[config.mk]
export PLATFORM = sky130hd
export DESIGN_NAME = uart_rx
export DESIGN_NICKNAME = d
export VERILOG_FILES = /design/src/rtl/uart_pkg.sv /design/src/rtl/uart_rx_sampler.sv /design/src/rtl/uart_rx.sv
export SDC_FILE = /design/constraint.sdc
export NUM_CORES = 1
export LEC_CHECK = 0
export ABC_AREA = 1
export BUFFER_PORTS_ARGS = -buffer_cell sky130_fd_sc_hd__buf_2
export CAP_MARGIN = 10
export CORE_UTILIZATION = 40
export CTS_BUF_LIST = sky130_fd_sc_hd__clkbuf_8
export DETAILED_ROUTE_END_ITERATION = 10
export PLACE_DENSITY_LB_ADDON = 0.05
export SYNTH_ARGS = -nofsm -noshare
export SYNTH_HDL_FRONTEND = slang
export SYNTH_HIERARCHICAL = 1
export SYNTH_SLANG_ARGS = --single-unit
[constraint.sdc]
create_clock -name CLK -period 3.6 [get_ports CLK]
set_input_delay 0.9 -clock CLK [delete_from_list [all_inputs] [get_ports CLK]]
set_output_delay 0.9 -clock CLK [all_outputs]
set_load 0.02 [all_outputs]
[src/rtl/uart_pkg.sv]
// Shared UART definitions: receiver FSM encoding, parity types and framing
// bit levels. The framing and parity constants are common to the TX side.
package uart_pkg;

    localparam logic [2:0] ST_IDLE   = 3'd0;
    localparam logic [2:0] ST_START  = 3'd1;
    localparam logic [2:0] ST_DATA   = 3'd2;
    localparam logic [2:0] ST_PARITY = 3'd3;
    localparam logic [2:0] ST_STOP   = 3'd4;

    localparam logic PAR_EVEN = 1'b0;
    localparam logic PAR_ODD  = 1'b1;

    localparam logic START_BIT = 1'b0;
    localparam logic STOP_BIT  = 1'b1;

    // Per-frame framing options, captured when a start bit is detected.
    typedef struct packed {
        logic par_en;
        logic par_typ;
    } rx_cfg_t;

    function automatic logic majority3(input logic a, input logic b, input logic c);
        return (a & b) | (a & c) | (b & c);
    endfunction

endpackage

[src/rtl/uart_rx_sampler.sv]
// Bit-timing and centre sampling for the UART receiver.
// edge_cnt counts oversampling ticks inside one bit. Three samples are taken
// around the bit centre; the majority vote is presented combinationally in
// the cycle holding the third sample, flagged by vote_valid.
module uart_rx_sampler
    import uart_pkg::*;
#(
    parameter int PRESCALE_WIDTH = 6
) (
    input  logic                      clk,
    input  logic                      rst,
    input  logic                      run,
    input  logic                      rx_s,
    input  logic [PRESCALE_WIDTH-1:0] prescale,
    output logic                      vote,
    output logic                      vote_valid,
    output logic                      bit_end
);

    logic [PRESCALE_WIDTH-1:0] edge_cnt;
    logic [PRESCALE_WIDTH-1:0] half;
    logic [PRESCALE_WIDTH-1:0] last;
    logic                      s0;
    logic                      s1;

    assign half = prescale >> 1;
    assign last = prescale - PRESCALE_WIDTH'(1);

    // ">=" rather than "==" keeps the counter wrapping even for nonsense
    // prescale values, so the FSM can never stall waiting for a bit end.
    assign bit_end    = run && (edge_cnt >= last);
    assign vote_valid = run && (edge_cnt == half + PRESCALE_WIDTH'(1));
    assign vote       = majority3(s0, s1, rx_s);

    // Tick counter within a bit; parked at zero while the receiver is idle.
    always_ff @(posedge clk or posedge rst) begin
        if (rst) begin
            edge_cnt <= '0;
        end else if (!run || bit_end) begin
            edge_cnt <= '0;
        end else begin
            edge_cnt <= edge_cnt + PRESCALE_WIDTH'(1);
        end
    end

    // Capture the first two of the three centre samples.
    always_ff @(posedge clk or posedge rst) begin
        if (rst) begin
            s0 <= 1'b1;
            s1 <= 1'b1;
        end else if (run) begin
            if (edge_cnt == half - PRESCALE_WIDTH'(1)) begin
                s0 <= rx_s;
            end
            if (edge_cnt == half) begin
                s1 <= rx_s;
            end
        end
    end

endmodule

[src/rtl/uart_rx.sv]
// Oversampling UART receiver: synchroniser, framing FSM, deserialiser,
// parity/stop checks and registered one-cycle result pulses.
//
// state     | meaning
// ----------+-----------------------------------------------------------
// ST_IDLE   | line idle, waiting for rx_s low
// ST_START  | qualifying the start bit; a high vote is a glitch -> idle
// ST_DATA   | shifting DATA_WIDTH bits in, LSB first
// ST_PARITY | sampling the parity bit and recording any mismatch
// ST_STOP   | stop bit vote decides the frame, then straight back to idle
module uart_rx
    import uart_pkg::*;
#(
    parameter int DATA_WIDTH     = 8,
    parameter int PRESCALE_WIDTH = 6
) (
    input  logic                      CLK,
    input  logic                      RST,
    input  logic                      RX_IN,
    input  logic                      PAR_EN,
    input  logic                      PAR_TYP,
    input  logic [PRESCALE_WIDTH-1:0] Prescale,
    output logic [DATA_WIDTH-1:0]     P_DATA,
    output logic                      data_valid,
    output logic                      parity_error,
    output logic                      framing_error
);

    localparam int BIT_CNT_W = (DATA_WIDTH > 1) ? $clog2(DATA_WIDTH) : 1;

    logic                      rx_meta;
    logic                      rx_s;
    logic [2:0]                state;
    logic [2:0]                state_nxt;
    rx_cfg_t                   cfg;
    logic [PRESCALE_WIDTH-1:0] prescale_q;
    logic [BIT_CNT_W-1:0]      bit_cnt;
    logic [DATA_WIDTH-1:0]     shift_reg;
    logic                      par_mismatch;
    logic                      vote;
    logic                      vote_valid;
    logic                      bit_end;
    logic                      last_bit;
    logic                      frame_done;
    logic                      par_exp;
    logic                      stop_bad;
    logic                      par_bad;

    uart_rx_sampler #(
        .PRESCALE_WIDTH(PRESCALE_WIDTH)
    ) u_sampler (
        .clk       (CLK),
        .rst       (RST),
        .run       (state != ST_IDLE),
        .rx_s      (rx_s),
        .prescale  (prescale_q),
        .vote      (vote),
        .vote_valid(vote_valid),
        .bit_end   (bit_end)
    );

    assign last_bit   = (bit_cnt == BIT_CNT_W'(DATA_WIDTH - 1));
    // A stop bit normally ends at its vote; bit_end only matters when an
    // illegal prescale means the vote point is never reached.
    assign frame_done = (state == ST_STOP) && (vote_valid || bit_end);
    assign par_exp    = (^shift_reg) ^ (cfg.par_typ == PAR_ODD);
    assign stop_bad   = (vote != STOP_BIT);
    assign par_bad    = cfg.par_en & par_mismatch;

    // Two-flop synchroniser; resets to the idle-high line level.
    always_ff @(posedge CLK or posedge RST) begin
        if (RST) begin
            rx_meta <= 1'b1;
            rx_s    <= 1'b1;
        end else begin
            rx_meta <= RX_IN;
            rx_s    <= rx_meta;
        end
    end

    // Next-state logic for the framing FSM.
    always_comb begin
        state_nxt = state;
        case (state)
            ST_IDLE: begin
                if (rx_s == START_BIT) begin
                    state_nxt = ST_START;
                end
            end
            ST_START: begin
                if (vote_valid && (vote != START_BIT)) begin
                    state_nxt = ST_IDLE;
                end else if (bit_end) begin
                    state_nxt = ST_DATA;
                end
            end
            ST_DATA: begin
                if (bit_end && last_bit) begin
                    state_nxt = cfg.par_en ? ST_PARITY : ST_STOP;
                end
            end
            ST_PARITY: begin
                if (bit_end) begin
                    state_nxt = ST_STOP;
                end
            end
            ST_STOP: begin
                if (frame_done) begin
                    state_nxt = ST_IDLE;
                end
            end
            default: state_nxt = ST_IDLE;
        endcase
    end

    // State register, per-frame configuration latch and deserialiser.
    always_ff @(posedge CLK or posedge RST) begin
        if (RST) begin
            state        <= ST_IDLE;
            cfg          <= '0;
            prescale_q   <= '0;
            bit_cnt      <= '0;
            shift_reg    <= '0;
            par_mismatch <= 1'b0;
        end else begin
            state <= state_nxt;
            case (state)
                ST_IDLE: begin
                    if (state_nxt == ST_START) begin
                        cfg          <= '{par_en: PAR_EN, par_typ: PAR_TYP};
                        prescale_q   <= Prescale;
                        bit_cnt      <= '0;
                        par_mismatch <= 1'b0;
                    end
                end
                ST_DATA: begin
                    if (vote_valid) begin
                        shift_reg <= (shift_reg >> 1)
                                   | (DATA_WIDTH'(vote) << (DATA_WIDTH - 1));
                    end
                    if (bit_end) begin
                        bit_cnt <= last_bit ? '0 : bit_cnt + BIT_CNT_W'(1);
                    end
                end
                ST_PARITY: begin
                    if (vote_valid) begin
                        par_mismatch <= (vote != par_exp);
                    end
                end
                default: begin
                end
            endcase
        end
    end

    // Frame result: one-cycle flags, and P_DATA updated only on a good frame.
    always_ff @(posedge CLK or posedge RST) begin
        if (RST) begin
            P_DATA        <= '0;
            data_valid    <= 1'b0;
            parity_error  <= 1'b0;
            framing_error <= 1'b0;
        end else begin
            data_valid    <= 1'b0;
            parity_error  <= 1'b0;
            framing_error <= 1'b0;
            if (frame_done) begin
                framing_error <= stop_bad;
                parity_error  <= par_bad;
                if (!stop_bad && !par_bad) begin
                    data_valid <= 1'b1;
                    P_DATA     <= shift_reg;
                end
            end
        end
    end

endmodule
---- After elaboration in Yosys (flattened, before gate mapping) ----
Index checks and enable logic that the tools add are counted.
operators by class
  add/sub/neg operators ................... 5
  order comparisons ....................... 1
  equality and inequality tests ........... 13
  multiplexer cells ....................... 20
  bitwise operators ....................... 9
  reduce and logical (&&, ||, !) cells .... 22
operators with widths
  cell                   count
  $mux W3                10
  $pmux W3 S5            1
  $eq A6 B6 Y1           2
  $reduce_and A2 Y1      5
  $or A7 B8 Y8           1
  $reduce_xor A8 Y1      1
  $add A5 B1 Y6 const B  1
  $add A6 B1 Y6 const B  1
  $eq A3 B1 Y1 const B   2
  $eq A3 B2 Y1 const B   2
  $eq A3 B3 Y1 const B   2
  $eq A6 B5 Y1           1
  $ge A6 B6 Y1           1
  $logic_and A1 B1 Y1    6
  $mux W1                6
  $mux W6                1
  $ne A2 B2 Y1 const B   3
  $pmux W3 S2            1
  $reduce_and A3 Y1      2
  $sub A5 B1 Y6 const B  1
  $sub A6 B1 Y6 const B  1
  $and A1 B1 Y1          4
  $reduce_bool A2 Y1     2
  $add A3 B1 Y3 const B  1
  9 further kinds        12
word-level totals
  register bits after elaboration ......... 44
  input bits .............................. 11
  output and inout bits ................... 11
  word-level logic and storage cells ...... 86

---- Logic depth before layout (Yosys ltp) ----
Gate-level depths: netlist of the first run.
  depth in word-level cells ............... 10
  gate-level depth with buffers ........... 18
  depth with buffers taken out ............ 17

---- Modules after synthesis ----
The synthesis of the first run kept the hierarchy.
modules (own cells, without submodules)
  module           times used  cells each  area an instance (µm²)
  uart_rx          1           188         1764.2
  uart_rx_sampler  1           145         919.6

---- Worst setup path after synthesis of the first run ----
Ideal clock, no wire load.
  path kind ............................... reg2reg
  from .................................... register prescale_q[2]
  to ...................................... register P_DATA[2]
  data arrival time ....................... 2.478 ns
  required time ........................... 3.481 ns
  setup slack ............................. 1.003 ns
  stages on the path, launching flop included .. 19
  period minus slack after synthesis ...... 2.597 ns
  path through ............................ dfrtp_1 > inv_2 > ha_1 > nand3_1 > a21oi_1 > xor2_1 > ha_1 > nand2_1 > inv_1 > nand3_1 > a21oi_1 > nor2_2 > nor2_1 > o21ai_2 > nor2_4 > inv_2 > buf_6 > nand2_2 > o21ai_2
between the ends
  longest elaborated chain between the ends .. 6
RTL lines
  item                         line                   source
  from (decl)                  uart_rx.sv:36          logic [PRESCALE_WIDTH-1:0] prescale_q;
  from (signal assigned)       uart_rx.sv:131         prescale_q <= Prescale;
  $sub A6 B1 Y6                uart_rx_sampler.sv:27  assign last = prescale - PRESCALE_WIDTH'(1);
  $ge A6 B6 Y1                 uart_rx_sampler.sv:31  assign bit_end = run && (edge_cnt >= last);
  $logic_and A1 B1 Y1          uart_rx_sampler.sv:31
  named net bit_end            uart_rx.sv:42          logic bit_end;
  $logic_or A1 B1 Y1           uart_rx.sv:65          assign frame_done = (state == ST_STOP) && (vote_valid || bit_end);
  $logic_and A1 B1 Y1          uart_rx.sv:65
  $reduce_and A2 Y1 (no line)  n/a
  to (signal assigned)         uart_rx.sv:172         P_DATA <= shift_reg;
  to (decl)                    uart_rx.sv:23          output logic [DATA_WIDTH-1:0] P_DATA,
The timed path passes the listed nets, and every way through them passes these cells.
A chain may end at the register's enable or synchronous reset.

---- Worst setup path after layout of the first run ----
  from .................................... register prescale_q[2]
  to ...................................... register P_DATA[3]
The elaborated chain is that of the path after synthesis.

==> results of run 1 <==
==> kinds of logic after synthesis <==
kind of cell / share of synthesized area, %
flip-flops: 41.2
AND/OR/NAND/NOR: 28.3
AO/OA/AOI/OAI: 10.5
buffers and inverters: 8.95
adder cells (fa/ha/maj): 6.43
XOR/XNOR: 4.57
==> cell usage after synthesis, types with 2 or more instances <==
cell type	n
a21oi_1	5
buf_6	5
dfrtp_1	40
dfstp_2	4
ha_1	13
inv_1	36
inv_2	12
nand2_1	92
nand2_2	9
nand3_1	27
nand4_1	4
nor2_1	24
nor2_2	5
nor2_4	2
nor3_1	4
o21ai_0	3
o21ai_2	23
xnor2_1	3
xor2_1	11
==> layout by cell type (no fill, tap or decap) <==
cell type  count
nor4_1         1
o211ai_1       1
a21oi_1        5
buf_2         21
nor2_1        24
nand2_2        9
o21ai_1        1
inv_2         12
dfstp_2        4
nor2_4         2
a21oi_2        1
ha_1          13
inv_1         36
clkinv_1       1
nor2_2         5
nand4_1        4
nand3_1       27
nand2_1       92
dfrtp_1       40
or2_4          1
nor3_2         1
o21ai_2       23
nor3_1         4
maj3_1         1
a31oi_1        1
clkinv_4       1
o21ai_0        3
buf_4          1
xnor2_1        3
xor2_1        11
nand3_2        1
clkbuf_8       6
bufinv_16      1
o31ai_2        1
==> metal layers <==
metal / up-vias / track usage [%] / wire, um
li1: 1097 / - / -
met4: 0 / 4.23 / 46
met5: - / 0 / 0
met2: 42 / 24.8 / 2250
met1: 962 / 25.5 / 2730
met3: 5 / 3.56 / 266
==> through the flow <==
stage | setup WS [ps] | cells | cell area (sq um)
global route | 172 | 435 | 2960
global placement | 743 | 427 | 2840
floorplan | 1000 | 333 | 2680
finish | 590 | 435 | 2960
detailed placement | 583 | 427 | 2840
CTS | 562 | 435 | 2960
==> critical path: stages (launching register included) <==
cell and delay [ps]:
dfrtp_1 460, inv_2 120, ha_1 230, nand3_1 110, a21oi_1 160, xor2_1 90, ha_1 300, nand2_1 60
inv_1 60, nand3_1 60, a21oi_1 170, nor2_2 80, nor2_1 390, o21ai_2 140, nor2_4 150, inv_2 160
nand2_1 110, o21ai_2 60
==> worst max-delay path by stage <==
stage	cells after the start	from	endpoint
global route	17	prescale_q[1]	state[0]
CTS	17	prescale_q[2]	P_DATA[3]
global placement	17	prescale_q[2]	P_DATA[3]
finish	17	prescale_q[2]	P_DATA[3]
floorplan	18	prescale_q[2]	P_DATA[2]
detailed placement	17	prescale_q[2]	P_DATA[3]
==> area by class of cell <==
class | count | area (sq um)
Clock inverter | 2 | 38.8
Sequential cell | 44 | 1110
Inverter | 49 | 184
Fill cell | 634 | 3460
Tap cell | 77 | 96.3
Multi-Input combinational cell | 235 | 1340
Timing Repair Buffer | 22 | 113
Clock buffer | 6 | 82.6
==> power groups by stage <==
stage | Combinational [mW] | Clock [mW] | Sequential, mW
floorplan | 0.733 | 0 | 0.676
global placement | 0.861 | 0 | 0.724
detailed placement | 0.850 | 0 | 0.725
CTS | 0.855 | 0.416 | 0.717
global route | 0.997 | 0.436 | 0.735
finish | 0.849 | 0.398 | 0.716
==> results_tabular.tex, run 1 <==
\begin{tabular}{lr}
\hline
Metric & Value \\
\hline
\multicolumn{2}{l}{\textbf{STA}} \\
\quad Worst hold margin & 369 ps \\
\quad Transition at the pin with the smallest max-transition slack & 484 ps \\
\quad Number of pins with negative max-slew slack in the final report & 0 \\
\quad Relative slew slack & 67.6\% \\
\quad Setup violation total in the final timing report & 0 \\
\quad Setup skew after layout & 6.90 ps \\
\quad Unrepaired setup endpoints after global routing & no \\
\quad Post-route clock period utilization & 83.6\% \\
\quad Total Neg Setup Slack & 0 ps \\
\quad Timing-limited maximum frequency & 332 MHz \\
\quad Crit path time final & 3010 ps \\
\quad Number of hold violations in the final report & 0 \\
\multicolumn{2}{l}{\textbf{Detailed routing}} \\
\quad Routed WL per cell & 12.2 um \\
\quad Final routed DRC violation total & 4 \\
\quad Number of vias in the routed layout & 2106 \\
\quad Number of antenna-violating nets in the routed design & 0 \\
\quad Number of vias per cell after detailed routing & 4.84 \\
\quad Number of detailed-route iterations in the first pass & 7 \\
\quad Wirelength, routed & 5.30 mm \\
\quad Number of DRC markers in iteration 0 & 129 \\
\multicolumn{2}{l}{\textbf{Cells and area}} \\
\quad Antenna diode instance count & 0 \\
\quad Fin nets & 381 \\
\quad Core utilization of the finished layout & 46.1\% \\
\quad Area added between synthesis and finish & 10.2\% \\
\quad Ratio of cells with drive above 1 in the final layout & 25.1\% \\
\multicolumn{2}{l}{\textbf{Synth}} \\
\quad Mean instance size in the synthesized netlist & 8.06 sq um \\
\quad Distinct cell type count of the synthesized netlist & 30 \\
\quad Area share of the largest cell type after synthesis & 37.3\% \\
\quad Number of warnings printed during yosys synthesis & 6 \\
\quad Cell count after synthesis & 333 \\
\quad Syn Nets & 357 \\
\quad Sequential area share after synthesis & 41.2\% \\
\quad Largest area contributor in the netlist & dfrtp\_1 \\
\quad Number of enable flip-flop cells after synthesis & 0 \\
\quad Synthesized cell area & 2680 sq um \\
\quad Top post-synthesis cells by area & dfrtp\_1 37\%, nand2\_1 13\%, o21ai\_2 7.5\%, ha\_1 6.1\%, inv\_1 5.0\% \\
\quad Flop and latch count out of synthesis & 44 \\
\quad Predominant post-synthesis flop cell & dfrtp\_1 \\
\quad Async set or reset register ratio after synthesis & 100\% \\
\multicolumn{2}{l}{\textbf{Worst hold path}} \\
\quad Path category of the worst min-delay check & flop to flop \\
\quad Hold-critical path depth & 0 \\
\quad Hold path endpoint & rx\_s \\
\quad Min-Delay Startpoint & rx\_meta \\
\multicolumn{2}{l}{\textbf{Floorplanning}} \\
\quad Num ports & 22 \\
\quad Initial Utilization & 41.8\% \\
\quad Placeable core region & 6420 sq um \\
\quad \# rows & 29 \\
\quad Die width & 83.9 um \\
\quad Floorplan die height & 83.9 um \\
\quad Die ar. & 7040 sq um \\
\multicolumn{2}{l}{\textbf{Run status}} \\
\quad Violated checks & DRC \\
\quad Outcome & complete, but fails checks \\
\multicolumn{2}{l}{\textbf{GRT}} \\
\quad Global-route wire length before repair & 9.55 mm \\
\quad Vias in the first global route & 2013 \\
\quad Largest net degree at the start of global routing & 37 \\
\quad Antenna violations before repair & 0 \\
\quad Gr usage total & 17.0\% \\
\quad Final global-route overflow total & 0 \\
\multicolumn{2}{l}{\textbf{Power}} \\
\quad Power density over cell area & 663 nW/um\^{}2 \\
\quad Static leakage power & 1.54 nW \\
\quad Int Power & 1.12 mW \\
\quad Post-route total power & 1.96 mW \\
\quad Net load switching power & 0.842 mW \\
\quad Worst IR Drop VDD & 0.257 mV \\
\quad Relative contribution of combinational cells to total power & 43.2\% \\
\quad Net switching share of the total power & 42.9\% \\
\quad Relative contribution of the clock network to total power & 20.3\% \\
\quad Sequential share of power & 36.5\% \\
\multicolumn{2}{l}{\textbf{CTS}} \\
\quad Master cell of the clock root buffer & clkbuf\_8 \\
\quad Clock latency on the worst-skew pair & 300 ps \\
\quad Number of buffers inserted during clock tree synthesis & 5 \\
\quad CTS tree & built \\
\quad CTS clk-pin slew, worst paths & 90 ps \\
\quad H-tree Lvls & 2 \\
\quad Clock tree sinks & 44 \\
\quad Hold\_buf cts & 0 \\
\quad CTS-repair resized insts & 0 \\
\quad Number of buffers on the longest clock path & 2 \\
\quad Number of buffers inserted to repair setup after CTS & 0 \\
\multicolumn{2}{l}{\textbf{Worst setup path}} \\
\quad Setup slack of the worst register-to-register path & 590 ps \\
\quad Arrival time worst endpoint & 3190 ps \\
\quad Reg-to-Reg Start & prescale\_q[2] \\
\quad Capturing element type of the critical path & flop \\
\quad Classification of the worst setup path & flop to flop \\
\quad Critical path peak fanout & 15 \\
\quad Endpoint of the worst register-to-register path & P\_DATA[3] \\
\quad Kind of launch point of the worst setup path & flop \\
\quad Worst Reg2Reg Path Length in Cells & 17 \\
\quad Worst Path Required & 3780 ps \\
\multicolumn{2}{l}{\textbf{Place}} \\
\quad Placer congestion estimate & 0.873 \\
\quad Detailed placer's ending HPWL & 4.04 mm \\
\quad Port bufs & 21 \\
\multicolumn{2}{l}{\textbf{Run}} \\
\quad Number of max-cap violations & 0 \\
\hline
\end{tabular}
Power figures use the tool's default switching activity.
==> run 2: changes to the inputs <==
Clock period 3.6 ns to 2.6 ns, I/O delays scaled along.
==> run 2 against run 1 <==
  * First-iteration DRC count decreased by 20%
  * Worst setup slack got worse by 530 ps
  * The run still ends with DRC left
  * Total power grew 51%
  * Fmax increased by 19%
  * Global-route usage grew 0.60 points
  * Final area increased by 6.9%
  * Largest cell class unchanged
  * Register-to-register slack lost 530 ps
  * Count of clock-buffer cells in the layout decreased by 1
  * Cell count rose by 3.7%
  * Non-clock buffer count rose by 15
  * Sequential cell count unchanged
  * Combinational power increased by 76%
==> results_tabular.tex, run 2 (synthesis results as in run 1) <==
\begin{tabular}{lr}
\hline
Metric & Value \\
\hline
\multicolumn{2}{l}{\textbf{Detailed routing}} \\
\quad Number of antenna-violating nets in the routed design & 0 (unchanged) \\
\quad Final routed DRC violation total & 4 (unchanged) \\
\quad Number of vias in the routed layout & 2173 (was 2106) \\
\quad Number of vias per cell after detailed routing & 4.82 (was 4.84) \\
\quad Wirelength, routed & 5.83 mm (was 5.30 mm) \\
\quad Routed WL per cell & 12.9 um (was 12.2 um) \\
\quad Number of detailed-route iterations in the first pass & 8 (was 7) \\
\quad Number of DRC markers in iteration 0 & 103 (was 129) \\
\multicolumn{2}{l}{\textbf{Floorplanning}} \\
\quad \# rows & 29 (unchanged) \\
\quad Floorplan die height & 83.9 um (unchanged) \\
\quad Die ar. & 7040 sq um (unchanged) \\
\quad Die width & 83.9 um (unchanged) \\
\quad Placeable core region & 6420 sq um (unchanged) \\
\quad Num ports & 22 (unchanged) \\
\quad Initial Utilization & 41.8\% (unchanged) \\
\multicolumn{2}{l}{\textbf{STA}} \\
\quad Post-route clock period utilization & 97.7\% (was 83.6\%) \\
\quad Crit path time final & 2540 ps (was 3010 ps) \\
\quad Total Neg Setup Slack & 0 ps (unchanged) \\
\quad Unrepaired setup endpoints after global routing & yes (was no) \\
\quad Timing-limited maximum frequency & 394 MHz (was 332 MHz) \\
\quad Setup violation total in the final timing report & 0 (unchanged) \\
\quad Setup skew after layout & 11.6 ps (was 6.90 ps) \\
\quad Number of pins with negative max-slew slack in the final report & 0 (unchanged) \\
\quad Relative slew slack & 67.7\% (was 67.6\%) \\
\quad Number of hold violations in the final report & 0 (unchanged) \\
\quad Worst hold margin & 303 ps (was 369 ps) \\
\quad Transition at the pin with the smallest max-transition slack & 484 ps (about the same) \\
\multicolumn{2}{l}{\textbf{Run}} \\
\quad Number of max-cap violations & 0 (unchanged) \\
\multicolumn{2}{l}{\textbf{CTS}} \\
\quad CTS tree & built (unchanged) \\
\quad Clock tree sinks & 44 (unchanged) \\
\quad CTS clk-pin slew, worst paths & 90 ps (about the same) \\
\quad Master cell of the clock root buffer & clkbuf\_8 (unchanged) \\
\quad Number of buffers inserted during clock tree synthesis & 5 (unchanged) \\
\quad H-tree Lvls & 2 (unchanged) \\
\quad Clock latency on the worst-skew pair & 300 ps (about the same) \\
\quad Number of buffers on the longest clock path & 2 (unchanged) \\
\quad Hold\_buf cts & 0 (unchanged) \\
\multicolumn{2}{l}{\textbf{Worst setup path}} \\
\quad Classification of the worst setup path & flop to flop (unchanged) \\
\quad Critical path peak fanout & 8 (was 15) \\
\quad Capturing element type of the critical path & flop (unchanged) \\
\quad Kind of launch point of the worst setup path & flop (unchanged) \\
\quad Arrival time worst endpoint & 2720 ps (was 3190 ps) \\
\quad Worst Path Required & 2790 ps (was 3780 ps) \\
\multicolumn{2}{l}{\textbf{Cells and area}} \\
\quad Ratio of cells with drive above 1 in the final layout & 32.4\% (was 25.1\%) \\
\quad Area added between synthesis and finish & 17.8\% (was 10.2\%) \\
\quad Core utilization of the finished layout & 49.2\% (was 46.1\%) \\
\quad Antenna diode instance count & 0 (unchanged) \\
\quad Commonest cells after routing, fill and taps aside & 87 x nand2\_1, 40 x dfrtp\_1, 37 x inv\_1 (was 92 x nand2\_1, 40 x dfrtp\_1, 36 x inv\_1) \\
\quad Fin nets & 397 (was 381) \\
\quad Post-route design area & 3160 sq um (was 2960 sq um) \\
\quad Most frequent standard cell in the layout excluding fill and tap cells & nand2\_1 (unchanged) \\
\multicolumn{2}{l}{\textbf{Run status}} \\
\quad Outcome & complete, but fails checks (unchanged) \\
\quad Violated checks & DRC (unchanged) \\
\multicolumn{2}{l}{\textbf{Worst hold path}} \\
\quad Path category of the worst min-delay check & primary input to async pin (was flop to flop) \\
\multicolumn{2}{l}{\textbf{Power}} \\
\quad Power density over cell area & 938 nW/um\^{}2 (was 663 nW/um\^{}2) \\
\quad Static leakage power & 1.62 nW (was 1.54 nW) \\
\quad Post-route total power & 2.97 mW (was 1.96 mW) \\
\quad Worst IR Drop VDD & 0.337 mV (was 0.257 mV) \\
\multicolumn{2}{l}{\textbf{Place}} \\
\quad Dpl cell area & 2910 sq um (was 2840 sq um) \\
\quad Port bufs & 21 (unchanged) \\
\quad Placer congestion estimate & 0.880 (was 0.873) \\
\quad Detailed placer's ending HPWL & 4.26 mm (was 4.04 mm) \\
\multicolumn{2}{l}{\textbf{GRT}} \\
\quad Gr usage total & 17.6\% (was 17.0\%) \\
\quad Final global-route overflow total & 0 (unchanged) \\
\quad Antenna violations before repair & 0 (unchanged) \\
\quad Largest net degree at the start of global routing & 37 (unchanged) \\
\quad Global-route wire length before repair & 9.70 mm (was 9.55 mm) \\
\quad Vias in the first global route & 2037 (was 2013) \\
\hline
\end{tabular}
## run 2: cell types whose count changed in the layout (fill, tap and decap cells not counted), moves of 2 or more
cell     change
buf_4       +14
nand2_1      -5
a21oi_1      -3
a21oi_2      +3
ha_1         -3
nand2_2      +3
ha_2         +2
nand2_4      +2
nand3_1      -2
nor2_1       -2
nor2_2       +2
## run 2: layout make-up
cell class                      instances  area (sq um)
Clock buffer                            5          68.8
Clock inverter                          3          37.5
Fill cell                             631          3260
Inverter                               49           189
Multi-Input combinational cell        235          1420
Sequential cell                        44          1110
Tap cell                               77          96.3
Timing Repair Buffer                   37           238
Timing Repair inverter                  1          8.76
## run 2: worst paths after layout
path | slack, ps | cells past startpoint | end | from
setup / recovery | 60 | 17 | P_DATA[4] | prescale_q[2]
hold / removal | 300 | 2 | u_sampler/edge_cnt[2] | RST
setup reg to reg | 60 | 17 | P_DATA[4] | prescale_q[2]
hold reg to reg | 360 | 0 | rx_s | rx_meta
max in group asynchronous | 1770 | 3 | rx_s | RST
min in group CLK | 360 | 0 | rx_s | rx_meta
## run 2: power by group
group | internal [mW] | switching [mW]
Sequential | 0.809 | 0.139
Clock | 0.280 | 0.244
Combinational | 0.590 | 0.905
Total | 1.68 | 1.29
## run 2: repair_timing
action | 4_1_cts | 5_1_grt
resized for setup | 1 | 26
gates cloned | 0 | 1
setup endpoints to repair | 6 | 14
pin swaps | 0 | 11
setup buffers | 0 | 5
## run 2: per-stage QoR
step,std cells,setup slack (ps)
after global placement,437,92.2
after CTS,445,35.7
after detailed placement,437,12.6
after global routing,451,-122
final,451,60.9
after floorplan,333,2.66
## run 2: worst max-delay path, cell delays in order (launching register included)
cell	delay [ps]
dfrtp_1	410
inv_2	100
ha_4	170
nand3_4	80
a21oi_2	120
xor2_1	80
ha_1	290
nand2_1	60
inv_2	60
nand3_2	60
a21oi_2	120
nor2_2	60
nor2_2	160
o21ai_2	110
nor2_4	220
clkinv_4	150
nand2_2	100
o21ai_2	50
## run 2: routing by layer
| metal | global-route usage (%) | up-vias | part of all wire, % |
|---|---|---|---|
| li1 | - | 1134 | - |
| met1 | 25.3 | 989 | 51 |
| met2 | 25.9 | 46 | 43 |
| met3 | 3.96 | 4 | 4.4 |
| met4 | 6.11 | 0 | 1.2 |
| met5 | 0 | - | 0 |
